$ cat src/rtl/mixer_tdm_core.sv
// mixer_tdm_core: stereo mixer that shares one Q-format multiplier across all
// mono inputs (per-channel gain, mute and clamped pan, then master gain).
module mixer_tdm_core #(
  parameter int unsigned AUDIO_WIDTH_P    = 24,
  parameter int unsigned NR_OF_CHANNELS_P = 8,
  parameter int unsigned Q_BITS_P         = 16
) (
  input  logic                                      clk,
  input  logic                                      rst_n,
  input  logic [NR_OF_CHANNELS_P*AUDIO_WIDTH_P-1:0] channel_data,
  input  logic                                      channel_valid,
  output logic                                      channel_ready,
  output logic [AUDIO_WIDTH_P-1:0]                  out_left,
  output logic [AUDIO_WIDTH_P-1:0]                  out_right,
  output logic                                      out_valid,
  input  logic [NR_OF_CHANNELS_P*AUDIO_WIDTH_P-1:0] cr_mix_channel_gain,
  input  logic [NR_OF_CHANNELS_P*AUDIO_WIDTH_P-1:0] cr_mix_channel_pan,
  input  logic [NR_OF_CHANNELS_P-1:0]               cr_mix_channel_mute,
  input  logic [AUDIO_WIDTH_P-1:0]                  cr_mix_output_gain,
  input  logic                                      cmd_mix_clr_clip,
  output logic [1:0]                                sr_mix_out_clip,
  output logic [NR_OF_CHANNELS_P-1:0]               sr_mix_channel_clip
);

  localparam int unsigned W  = AUDIO_WIDTH_P;
  localparam int unsigned N  = NR_OF_CHANNELS_P;
  localparam int unsigned Q  = Q_BITS_P;
  localparam int unsigned IW = (N > 1) ? $clog2(N) : 1;
  localparam int unsigned AW = W + $clog2(N) + 1;
  localparam int unsigned PW = 2 * W;

  localparam logic [W-1:0] SAT_MAX = {1'b0, {(W-1){1'b1}}};
  localparam logic [W-1:0] SAT_MIN = {1'b1, {(W-1){1'b0}}};
  localparam logic [W-1:0] Q_ONE   = W'(1) << Q;

  typedef enum logic [2:0] {
    IDLE     = 3'd0,
    CH_GAIN  = 3'd1,
    CH_PAN   = 3'd2,
    MASTER_L = 3'd3,
    MASTER_R = 3'd4
  } state_t;

  // Q multiply with floor shift; returns {ovf, saturated W-bit result}
  function automatic logic [W:0] q_mul(input logic signed [W-1:0] a,
                                       input logic signed [W-1:0] b);
    logic signed [PW-1:0] prod;
    logic signed [PW-1:0] shf;
    logic                 ovf;
    logic [W-1:0]         res;
    prod = PW'(a) * PW'(b);
    shf  = prod >>> Q;
    ovf  = !((&shf[PW-1:W-1]) || (~|shf[PW-1:W-1]));
    if (!ovf)           res = shf[W-1:0];
    else if (shf[PW-1]) res = SAT_MIN;
    else                res = SAT_MAX;
    return {ovf, res};
  endfunction

  // Saturate a wide accumulator down to W bits; returns {ovf, result}
  function automatic logic [W:0] acc_sat(input logic signed [AW-1:0] a);
    logic         ovf;
    logic [W-1:0] res;
    ovf = !((&a[AW-1:W-1]) || (~|a[AW-1:W-1]));
    if (!ovf)         res = a[W-1:0];
    else if (a[AW-1]) res = SAT_MIN;
    else              res = SAT_MAX;
    return {ovf, res};
  endfunction

  state_t                state_q;
  state_t                state_d;
  logic                  ready_d;
  logic                  hs_c;
  logic                  last_c;

  logic signed [W-1:0]   data_s [N];
  logic signed [W-1:0]   gain_s [N];
  logic signed [W-1:0]   pan_s  [N];
  logic [N-1:0]          mute_s;
  logic signed [W-1:0]   out_gain_s;

  logic [IW-1:0]         idx_q;
  logic signed [W-1:0]   g_q;
  logic signed [AW-1:0]  acc_l_q;
  logic signed [AW-1:0]  acc_r_q;

  logic signed [W-1:0]   mul_a_c;
  logic signed [W-1:0]   mul_b_c;
  logic signed [W-1:0]   mul_res_c;
  logic                  mul_ovf_c;
  logic signed [W-1:0]   pan_c;
  logic signed [AW-1:0]  acc_sel_c;
  logic signed [W-1:0]   acc_sat_c;
  logic                  acc_ovf_c;
  logic signed [W:0]     r_c;
  logic [N-1:0]          ch_set_c;
  logic [1:0]            out_set_c;

  assign hs_c   = (state_q == IDLE) && channel_valid && channel_ready;
  assign last_c = (idx_q == IW'(N - 1));

  // State register
  always_ff @(posedge clk) begin
    if (!rst_n) state_q <= IDLE;
    else        state_q <= state_d;
  end

  // Next-state and ready decode
  always_comb begin
    state_d = state_q;
    ready_d = 1'b0;
    case (state_q)
      IDLE: begin
        ready_d = 1'b1;
        if (channel_valid && channel_ready) begin
          state_d = CH_GAIN;
          ready_d = 1'b0;
        end
      end
      CH_GAIN:  state_d = CH_PAN;
      CH_PAN:   state_d = last_c ? MASTER_L : CH_GAIN;
      MASTER_L: state_d = MASTER_R;
      MASTER_R: begin
        state_d = IDLE;
        ready_d = 1'b1;
      end
      default:  state_d = IDLE;
    endcase
  end

  // Shared multiplier operand mux, pan clamp and accumulator saturation
  always_comb begin
    mul_a_c   = '0;
    mul_b_c   = '0;
    pan_c     = pan_s[idx_q];
    acc_sel_c = (state_q == MASTER_R) ? acc_r_q : acc_l_q;
    {acc_ovf_c, acc_sat_c} = acc_sat(acc_sel_c);
    if (pan_s[idx_q][W-1])        pan_c = '0;
    else if (pan_s[idx_q] > Q_ONE) pan_c = Q_ONE;
    case (state_q)
      CH_GAIN: begin
        mul_a_c = data_s[idx_q];
        mul_b_c = gain_s[idx_q];
      end
      CH_PAN: begin
        mul_a_c = g_q;
        mul_b_c = pan_c;
      end
      MASTER_L, MASTER_R: begin
        mul_a_c = acc_sat_c;
        mul_b_c = out_gain_s;
      end
      default: ;
    endcase
    {mul_ovf_c, mul_res_c} = q_mul(mul_a_c, mul_b_c);
    r_c = (W+1)'(g_q) - (W+1)'(mul_res_c);
  end

  // Clip-flag set requests for this cycle
  always_comb begin
    ch_set_c  = '0;
    out_set_c = '0;
    if ((state_q == CH_GAIN) && mul_ovf_c && !mute_s[idx_q]) ch_set_c[idx_q] = 1'b1;
    if (state_q == MASTER_L) out_set_c[0] = acc_ovf_c | mul_ovf_c;
    if (state_q == MASTER_R) out_set_c[1] = acc_ovf_c | mul_ovf_c;
  end

  // Frame snapshot of samples and configuration at the handshake
  always_ff @(posedge clk) begin
    if (hs_c) begin
      for (int i = 0; i < N; i++) begin
        data_s[i] <= channel_data[i*W +: W];
        gain_s[i] <= cr_mix_channel_gain[i*W +: W];
        pan_s[i]  <= cr_mix_channel_pan[i*W +: W];
      end
      mute_s     <= cr_mix_channel_mute;
      out_gain_s <= cr_mix_output_gain;
    end
  end

  // Per-channel datapath, accumulation and output registers
  always_ff @(posedge clk) begin
    if (!rst_n) begin
      idx_q         <= '0;
      g_q           <= '0;
      acc_l_q       <= '0;
      acc_r_q       <= '0;
      channel_ready <= 1'b0;
      out_left      <= '0;
      out_right     <= '0;
      out_valid     <= 1'b0;
    end else begin
      channel_ready <= ready_d;
      out_valid     <= (state_q == MASTER_R);
      case (state_q)
        IDLE: begin
          if (hs_c) begin
            idx_q   <= '0;
            acc_l_q <= '0;
            acc_r_q <= '0;
          end
        end
        CH_GAIN:  g_q <= mute_s[idx_q] ? '0 : mul_res_c;
        CH_PAN: begin
          acc_l_q <= acc_l_q + AW'(mul_res_c);
          acc_r_q <= acc_r_q + AW'(r_c);
          if (!last_c) idx_q <= idx_q + IW'(1);
        end
        MASTER_L: out_left  <= mul_res_c;
        MASTER_R: out_right <= mul_res_c;
        default: ;
      endcase
    end
  end

  // Sticky clip flags; a set in the same cycle as a clear wins
  always_ff @(posedge clk) begin
    if (!rst_n) begin
      sr_mix_channel_clip <= '0;
      sr_mix_out_clip     <= '0;
    end else begin
      sr_mix_channel_clip <= (sr_mix_channel_clip & ~{N{cmd_mix_clr_clip}}) | ch_set_c;
      sr_mix_out_clip     <= (sr_mix_out_clip & ~{2{cmd_mix_clr_clip}}) | out_set_c;
    end
  end

endmodule

$ cat config.mk
export PLATFORM = sky130hd
export DESIGN_NAME = mixer_tdm_core
export DESIGN_NICKNAME = d
export VERILOG_FILES = /design/src/rtl/mixer_tdm_core.sv
export SDC_FILE = /design/constraint.sdc
export NUM_CORES = 2
export LEC_CHECK = 0
export BUFFER_PORTS_ARGS = -buffer_cell sky130_fd_sc_hd__buf_4
export CORE_MARGIN = 2
export CORE_UTILIZATION = 35
export DETAILED_ROUTE_END_ITERATION = 8
export GPL_TIMING_DRIVEN = 0
export PLACE_DENSITY = 0.56
export SYNTH_ARGS = -nofsm -noshare
export SYNTH_HDL_FRONTEND = slang
export SYNTH_SLANG_ARGS = --single-unit
$ cat constraint.sdc
create_clock -name clk -period 26 [get_ports clk]
set_input_delay 2.6 -clock clk [delete_from_list [all_inputs] [get_ports clk]]
set_output_delay 2.6 -clock clk [all_outputs]
set_load 0.01 [all_outputs]
==> flow_metrics.env <==
export IMPL_drv_slew=0
export IMPL_cts_setup_buffers=0
export IMPL_synth_area_top_cells="edfxtp_1 34%, fa_1 24%, dfxtp_1 5.5%"
export IMPL_wl_per_cell_um=26.7
export IMPL_cts_hold_buffers=0
export IMPL_syn_cell_area_um2=53800
export IMPL_worst_pin_slew_ns=1.39
export IMPL_hold_class="reg -> reg"
export IMPL_worstSetupPathDepth=57
export IMPL_crit_family="compound AO/OA/AOI/OAI gates"
export IMPL_start_util_pct=35.3
export IMPL_r2r_end="acc_r_q[27]"
export IMPL_cts_sinks=757
export IMPL_place_hpwl_mm=164
export IMPL_avgSynthCellArea_um2=11.7
export IMPL_port_buffers=671
export IMPL_drv_cap=0
export IMPL_grt_pass1_vias=40700
export IMPL_ff_latch_area_um2=21200
export IMPL_grt_max_degree=108
export IMPL_crit_end="acc_r_q[27]"
export IMPL_core_um2=152000
export IMPL_cts_tree="built"
export IMPL_p_leak_nw=26.9
export IMPL_synthArstFlopShare_pct=0
export IMPL_critPathMaxStageDelay_ns=1.01
export IMPL_slew_headroom_pct=6.87
export IMPL_vias=39100
export IMPL_required_ns=26.63
export IMPL_yosys_most_used_dff="edfxtp_1"
export IMPL_via_per_inst=5.22
export IMPL_min_from="out_right[13]"
export IMPL_synth_cell_type_count=90
export IMPL_path_clk_slew_ns=0.06
export IMPL_synthSimpleGateAreaFrac_pct=10.2
export IMPL_skew_ns=0.0841
export IMPL_path_buf_inv=16
export IMPL_post_cts_resize_count=0
export IMPL_synthMuxAreaShare_pct=7.09
export IMPL_fill_cells=14400
export IMPL_first_iter_violations=3225
export IMPL_ir_worst_vdd_uv=59.0
export IMPL_num_rows=143
export IMPL_cpMostUsedCell="fa_1"
export IMPL_path_max_fanout=10
export IMPL_yosysMostFrequentCell="inv_1"
export IMPL_synthAdderAreaFrac_pct=28.0
export IMPL_synth_xor_area_share_pct=1.32
export IMPL_multi_input_area_um2=29100
export IMPL_htree_num_levels=3
export IMPL_syn_nets=6042
export IMPL_clk_latency_ns=0.79
export IMPL_slowest_stage="buf_1"
export IMPL_yosysTopAreaCell="edfxtp_1"
export IMPL_die_h_um=396
export IMPL_worstPathArrival_ns=21.39
export IMPL_layout_setup_ws_ns=5.24
export IMPL_root_buffer="clkbuf_16"
export IMPL_cp_start_kind="flip-flop"
export IMPL_synthCells=4608
export IMPL_yosysTopAreaCellShare_pct=33.9
export IMPL_synth_compound_gate_area_share_pct=7.35
export IMPL_place_ws_ns=5.62
export IMPL_synth_common_cells="690 x inv_1, 635 x fa_1, 618 x nand2_1"
export IMPL_crit_type="reg -> reg"
export IMPL_drive_above_1_share_pct=20.1
export IMPL_rsz0062_at_grt="false"
export IMPL_final_antenna_net_count=0
export IMPL_timing_fmax_mhz=48.2
export IMPL_synth_top_family_by_area="adder cells"
export IMPL_clock_path_buffers=3
export IMPL_status="finished clean"
export IMPL_antenna_found_initial=21
export IMPL_power_mw=3.29
export IMPL_synth_edf_count=608
export IMPL_grt_pass1_wl_mm=285
export IMPL_end_kind="flip-flop"
export IMPL_drc=0
export IMPL_ys_ff_latch=757
export IMPL_syn_to_final_growth_pct=20.2
export IMPL_io_pins=672
export IMPL_final_hold_violation_count=0
export IMPL_gr_total_overflow=0
export IMPL_fin_hold_ws_ns=0.446
export IMPL_finalNetCount=6820
export IMPL_cts_buffers=86
export IMPL_gp_congestion=0.975
export IMPL_wirelength_mm=200
export IMPL_r2r_cells=57
export IMPL_synth_seq_area_share_pct=39.5
export IMPL_die_area_um2=157000
export IMPL_die_w_um=396
export IMPL_firstDrtPassIters=6
export IMPL_gr_usage_all_layers_pct=25.4
export IMPL_min_period_ns=20.76
export IMPL_ys_warn_count=0
export IMPL_cellPowerDensity_nw_per_um2=50.9
export IMPL_rrSetupSlack_ns=5.24
export IMPL_fin_crit_sh_pct=79.9
export IMPL_setup_viol=0
==> per-layer routing <==
metal	GRT usage (%)	part of all wire, %
met5	0	0.056
met4	10.7	4.7
met1	32.0	39
met3	6.86	9.3
met2	41.1	47
==> worst min-delay path by stage <==
stage                          to  slack, ns  cells after the start
finish              out_right[13]       0.45                      2
global route        out_right[20]       0.47                      2
CTS                 out_right[13]       0.45                      2
detailed placement  out_right[13]       0.44                      2
global placement    out_right[22]       0.44                      2
floorplan                  g_q[1]       0.43                      2
==> layout make-up <==
cell class / count / share of cell area [%]
Buffer: 225 / 1.42
Antenna cell: 12 / 0.0464
Multi-Input combinational cell: 2933 / 45.0
Clock buffer: 100 / 3.42
Sequential cell: 757 / 32.8
Timing Repair Buffer: 690 / 8.27
Inverter: 693 / 4.03
Tap cell: 2030 / 3.93
Clock inverter: 61 / 1.09
==> registers in the layout, summed over array words and instances (netlist names), named ones only <==
| register | flops |
|---|---|
| acc_l_q | 28 |
| g_q | 24 |
| sr_mix_out_clip | 2 |
| out_valid | 1 |
| pan_s | 192 |
| acc_r_q | 28 |
| sr_mix_channel_clip | 8 |
| data_s | 192 |
| state_q | 3 |
| channel_ready | 1 |
| gain_s | 192 |
| out_left | 24 |
| idx_q | 3 |
| mute_s | 8 |
| out_gain_s | 24 |
| out_right | 24 |
==> stage by stage <==
step / setup TNS, ns / utilization (%) / instance area, µm² / instances
detailed placement: 0 / 40.5 / 61700 / 7326
floorplan: 0 / - / 53800 / 4608
global route: 0 / 42.5 / 64700 / 7495
CTS: 0 / 42.4 / 64600 / 7487
finish: 0 / 42.5 / 64700 / 7501
global placement: -61.87 / 40.3 / 61400 / 7309
==> cells in the final DEF, fill, tap and decap left out, types with 12 or more instances in the layout <==
master / instances
nor2_1: 294
inv_1: 690
mux2_2: 60
and2_1: 81
xor2_1: 25
dfxtp_1: 149
clkinv_1: 17
nor2b_1: 51
nand4_1: 13
o21ai_0: 114
nand3_1: 60
fa_1: 635
nand2b_1: 14
ha_1: 187
o21ai_1: 38
o21bai_1: 12
edfxtp_1: 608
buf_4: 677
a21boi_0: 13
mux2i_1: 28
a21oi_1: 75
nand2_1: 618
clkbuf_1: 180
nor3_1: 44
diode_2: 12
xnor2_1: 55
nor4_1: 18
o21a_1: 29
a211oi_1: 14
mux4_2: 127
a31oi_1: 35
buf_1: 19
a221o_1: 36
a21o_1: 50
buf_2: 37
clkinv_2: 19
a22oi_1: 24
clkbuf_16: 86
==> power breakdown <==
group	switching [mW]	internal [mW]
registers	0.0227	1.38
logic	0.388	0.260
clock network	0.545	0.702
total	0.956	2.34
==> cells by family (layout without fill, tap and decap cells) <==
kind of cell               Yosys count  in the layout
and+or+nand+nor                   1252           1252
buffers and inverters              918           1769
adders and majority gates          822            822
DFF                                757            757
AOI/OAI and AO/OA                  563            563
muxes                              215            215
xor gates and xnor gates            81             81
other                                0             12
==> worst register-to-register path: cells and delay by family (launching register included) <==
kind | cells | cell delay (ns)
xor+xnor | 1 | 0.23
fa+ha+maj | 10 | 4.92
compound gates | 17 | 6.47
flops | 1 | 0.43
mux | 1 | 0.11
buf+inv | 16 | 4.74
simple gates | 12 | 3.70
Power figures use the tool's default switching activity.
